==> src/rtl/trap_sequencer.sv <==
`default_nettype none
// +--------------------------------------------------------------------------+
// | trap_sequencer: preemption timer with trap entry/return sequencing.     |
// | Optional lost-tick counter: define TRAP_TICK_OVERRUN_EN.  Rev 1.0        |
// +--------------------------------------------------------------------------+
module trap_sequencer #(
  parameter int unsigned     XLEN        = 32,
  parameter int unsigned     CNT_W       = 16,
  parameter int unsigned     QUANTUM     = 1000,
  parameter logic [XLEN-1:0] TRAP_VECTOR = 32'h0000_0010
) (
  input  logic             clk,
  input  logic             rst_n,
  input  logic             timerEnable,
  input  logic             quantumLoad,
  input  logic [CNT_W-1:0] quantumValue,
  input  logic             mieWrite,
  input  logic             mieValue,
  input  logic             instrRetire,
  input  logic             isMret,
  input  logic [XLEN-1:0]  nextPc,
  output logic             takeTrap,
  output logic             returnTaken,
  output logic [XLEN-1:0]  trapVector,
  output logic [XLEN-1:0]  mepc,
  output logic             mie,
  output logic             interruptPending,
  output logic             inHandler,
  output logic [7:0]       overrunCount
);

  localparam logic [CNT_W-1:0] C_QREG_RST = CNT_W'(QUANTUM);
  localparam logic [CNT_W-1:0] C_CNT_RST  = CNT_W'((QUANTUM == 0) ? 0 : QUANTUM - 1);

  typedef enum logic [1:0] {
    ST_RUN     = 2'd0,
    ST_ENTRY   = 2'd1,
    ST_HANDLER = 2'd2,
    ST_RETURN  = 2'd3
  } state_t;

  state_t           r_state;
  logic [CNT_W-1:0] r_count;
  logic [CNT_W-1:0] r_qreg;
  logic             r_pending;
  logic             r_mie;
  logic             r_mpie;
  logic [XLEN-1:0]  r_mepc;
  logic             r_take;
  logic             r_return;
  logic             r_in_handler;
  logic             w_tick;
  logic             w_accept;
  logic             w_mret;

  // A zero quantum is treated as one: reload to zero so every enabled cycle ticks.
  function automatic logic [CNT_W-1:0] reload_of(input logic [CNT_W-1:0] q);
    return (q == '0) ? '0 : q - 1'b1;
  endfunction

  assign w_tick   = timerEnable && !quantumLoad && (r_count == '0);
  assign w_accept = (r_state == ST_RUN) && r_pending && r_mie && instrRetire && !isMret;
  assign w_mret   = (r_state == ST_HANDLER) && instrRetire && isMret;

  always_ff @(posedge clk or negedge rst_n) begin
    if (!rst_n) begin
      r_count <= C_CNT_RST;
      r_qreg  <= C_QREG_RST;
    end else if (quantumLoad) begin
      r_qreg  <= quantumValue;
      r_count <= reload_of(quantumValue);
    end else if (timerEnable) begin
      r_count <= (r_count == '0) ? reload_of(r_qreg) : r_count - 1'b1;
    end
  end

  always_ff @(posedge clk or negedge rst_n) begin
    if (!rst_n) begin
      r_state      <= ST_RUN;
      r_pending    <= 1'b0;
      r_mie        <= 1'b0;
      r_mpie       <= 1'b0;
      r_mepc       <= '0;
      r_take       <= 1'b0;
      r_return     <= 1'b0;
      r_in_handler <= 1'b0;
    end else begin
      // A tick landing on the acceptance edge must survive as a new pending request.
      if (w_tick)        r_pending <= 1'b1;
      else if (w_accept) r_pending <= 1'b0;

      if (w_accept)      r_mie <= 1'b0;
      else if (w_mret)   r_mie <= r_mpie;
      else if (mieWrite) r_mie <= mieValue;

      r_take   <= 1'b0;
      r_return <= 1'b0;
      case (r_state)
        ST_RUN: begin
          if (w_accept) begin
            r_mepc       <= nextPc;
            r_mpie       <= r_mie;
            r_state      <= ST_ENTRY;
            r_take       <= 1'b1;
            r_in_handler <= 1'b1;
          end
        end
        ST_ENTRY: begin
          r_state <= ST_HANDLER;
        end
        ST_HANDLER: begin
          if (w_mret) begin
            r_state      <= ST_RETURN;
            r_return     <= 1'b1;
            r_in_handler <= 1'b0;
          end
        end
        ST_RETURN: begin
          r_state <= ST_RUN;
        end
        default: begin
          r_state <= ST_RUN;
        end
      endcase
    end
  end

`ifdef TRAP_TICK_OVERRUN_EN
  logic [7:0] r_overrun;

  always_ff @(posedge clk or negedge rst_n) begin
    if (!rst_n) begin
      r_overrun <= 8'd0;
    end else if (w_tick && r_pending && !w_accept && (r_overrun != 8'hFF)) begin
      r_overrun <= r_overrun + 8'd1;
    end
  end

  assign overrunCount = r_overrun;
`else
  assign overrunCount = 8'd0;
`endif

  assign takeTrap         = r_take;
  assign returnTaken      = r_return;
  assign trapVector       = TRAP_VECTOR;
  assign mepc             = r_mepc;
  assign mie              = r_mie;
  assign interruptPending = r_pending;
  assign inHandler        = r_in_handler;

endmodule
`default_nettype wire

==> config.mk <==
export PLATFORM = sky130hd
export DESIGN_NAME = trap_sequencer
export DESIGN_NICKNAME = d
export VERILOG_FILES = /design/src/rtl/trap_sequencer.sv
export SDC_FILE = /design/constraint.sdc
export NUM_CORES = 1
export LEC_CHECK = 0
export ABC_AREA = 1
export CAP_MARGIN = 20
export CORE_UTILIZATION = 40
export DETAILED_ROUTE_END_ITERATION = 8
export GPL_ROUTABILITY_DRIVEN = 0
export PLACE_DENSITY = 0.67
export SLEW_MARGIN = 25
export SYNTH_ARGS = -nofsm -noshare
export SYNTH_HDL_FRONTEND = slang
export SYNTH_SLANG_ARGS = --single-unit
==> constraint.sdc <==
create_clock -name clk -period 2.1 [get_ports clk]
set_input_delay 0.315 -clock clk [delete_from_list [all_inputs] [get_ports clk]]
set_output_delay 0.315 -clock clk [all_outputs]
set_load 0.02 [all_outputs]
==> metrics <==
Clock Latency Late Sink=approximately 0.34 ns; root buf cell=clkbuf_16; Post-CTS Setup Bufs=0; reg-to-reg critical path startpoint=r_count[0]; status=finished with violations; row count=39; number of global-route vias before repair=4166; Worst Setup End Kind=flip-flop; max-cap viol count=0; Die Height=between 100 and 150 microns; Setup crit start kind=flip-flop; Antenna Cells=0; kind of path behind the tightest hold check=in -> async; Top Ports=~130; Synthesis Warnings=0; Switching Share=0.305; portion of the post-synthesis area used by sequential elements=0.389; area of the die=roughly 12000 sq um; count of routing violations after the opening detailed-route iteration=around 270; maximum fanout along the worst path=10; aggregate global-route resource usage=0.212; antenna violations before repair=0; total half-perimeter wirelength after legalization and detailed placement=between 9 and 10 mm; global-route wire length before repair=19.7 mm; clock tree from TritonCTS=built; Worst Path Required=around 2.4 ns; worst setup path class=reg -> reg; most common cell after layout, fill and taps aside=nand2_1; power share of the combinational group=0.217; reg2reg path depth=11; highest attainable clock frequency=569 MHz; Synth cell types=33; fillers=around 1100; Hold WS=-0.0302 ns; clock share of power=0.390; DR DRC count=2; post-route minimum period=1.76 ns; fraction of final layout cells sized beyond drive strength 1=0.101; Pleak=0.00297 uW; worst clock skew on the final layout=approximately 0.007 ns; minimum setup slack among reg-to-reg paths=between 0.3 and 0.4 ns; hold bufs inserted after CTS=0; total clock sinks=72; average wire per cell in the routed design=13.0 microns; DR vias/cell=between 4 and 5; pin count of the biggest net entering global routing=73; via count of the routed design=4360; sw power=1250 uW; number of search-and-repair iterations in the first detailed-routing pass=7; summed negative setup slack over all endpoints=0 ns; overall power after layout=4100 uW; total standard cell area after synthesis=about 4700 sq um; net count reported at finish=about 830; count of antenna-violating nets left after detailed routing=0; Core Footprint=approximately 11000 sq um; cts repair resizes=0; violated checks=DRC, hold timing; final hold violation count=11; unrepaired setup endpoints after global routing=no; Int Pwr=between 2000 and 3000 uW; buffers added on ports=92; buffer levels on the longest clock path=2; number of slew-limit violations in the final report=0; grt total ovfl=0; capture point of the worst reg-to-reg path=r_count[2]; synthesized instance count=~670; CTS H-Tree Depth=3; chip width=between 100 and 150 microns; initial core utilization=0.410; average cell area after synthesis=~7 sq um; crit path from=r_count[0]; number of buffers created by CTS=9; P&R area growth vs syn=27.3%; power share of the sequential group=0.393; WL final=between 10 and 15 mm; clock transition at the registers of the reported paths=0.06 ns; power density over the cells=roughly 690 nW/um^2; peak supply drop=around 370 uV; Period Utilization, post-route=0.836; count of final setup violators=0; flip-flop and latch count after synthesis=72; most frequent cells in the layout=nand2_1 (263), clkdlybuf4s50_1 (91), nor2_1 (66); Arr. time, crit path=approximately 2.0 ns
-- synth_stat cells (all sizes together) --
cell | count | area (sq um)
and2 | 1 | 6.26
or2 | 2 | 12.5
o22a | 1 | 8.76
xor2 | 15 | 131
xnor2 | 3 | 26.3
a22o | 1 | 8.76
ha | 8 | 100
nor2 | 83 | 389
clkbuf | 9 | 33.8
o21ai | 27 | 135
o22ai | 1 | 6.26
a31oi | 4 | 25.0
nand3b | 1 | 7.51
nand4 | 5 | 31.3
a21oi | 6 | 33.8
dfrtp | 58 | 1450
conb | 2 | 7.51
buf | 45 | 344
inv | 62 | 233
nand2 | 269 | 1020
nand3 | 46 | 245
nor3 | 2 | 10.0
dfstp | 14 | 368
a22oi | 3 | 37.5
-- through the flow --
| stage | worst slack, ns | hold WS (ns) | utilization | cells | instance area, sq um |
|---|---|---|---|---|---|
| 2_1_floorplan | 0.593 | 0.0194 | - | 706 | 4820 |
| 3_3_place_gp | 0.140 | 0.371 | 0.494 | 899 | 5640 |
| 3_5_place_dp | 0.0838 | 0.371 | 0.494 | 899 | 5640 |
| 4_1_cts | 0.340 | 0.00571 | 0.522 | 915 | 5960 |
| 5_1_grt | 0.218 | 0.0125 | 0.522 | 915 | 5960 |
| 6_report | 0.344 | -0.0302 | 0.522 | 915 | 5960 |
-- power by group through the flow --
stage	Clock (uW)	Combinational [uW]	Sequential, uW
2_1_floorplan	0	604	1630
3_3_place_gp	0	857	1630
3_5_place_dp	0	881	1630
4_1_cts	1640	888	1610
5_1_grt	1700	1010	1620
6_report	1600	888	1610
-- state kept, by name, indices dropped and copies added, names as in the netlist --
signal            flops
mepc                 32
r_count              16
r_qreg               16
r_state               2
inHandler             1
interruptPending      1
mie                   1
r_mpie                1
returnTaken           1
takeTrap              1
-- critical path: stages (launching register included) --
cell,delay (ns)
dfstp_2,0.38
inv_1,0.11
ha_1,0.22
inv_1,0.08
nor2_1,0.12
nand2_2,0.08
nor2_4,0.19
buf_4,0.21
nand3_1,0.08
o21ai_0,0.09
nand2_1,0.07
nand3_1,0.06
-- final cells by class --
cell class	count	area, sq um	area share
sequential	72	1820	0.305
timing repair buffer	104	1020	0.171
inverter	62	233	0.0391
tap	143	179	0.0300
clock inverter	5	63.8	0.0107
clock buffer	11	253	0.0424
multi-input combinational	518	2390	0.401
-- how the worst max path moves through the flow --
stage,endpoint,slack [ns]
detailed placement,r_count[12],0.08
finish,r_count[2],0.34
global route,r_count[11],0.22
floorplan,r_count[10],0.59
CTS,r_count[2],0.34
global placement,r_count[14],0.14
-- layer usage --
metal / vias to the layer above / track usage / share of wire
li1: 2182 / - / -
met1: 1953 / 0.268 / 0.43
met2: 194 / 0.338 / 0.46
met3: 31 / 0.0682 / 0.092
met4: 0 / 0.0827 / 0.025
met5: - / 0 / 0
-- cell families after synthesis --
kind of cell / Yosys count / synth area share
AND/OR/NAND/NOR: 409 / 0.369
flip-flops: 72 / 0.389
AO/OA/AOI/OAI: 43 / 0.0546
other: 2 / 0.00161
buffers and inverters: 116 / 0.131
XOR/XNOR: 18 / 0.0337
adder cells (fa/ha/maj): 8 / 0.0214
(Power assumes the default switching activity.)
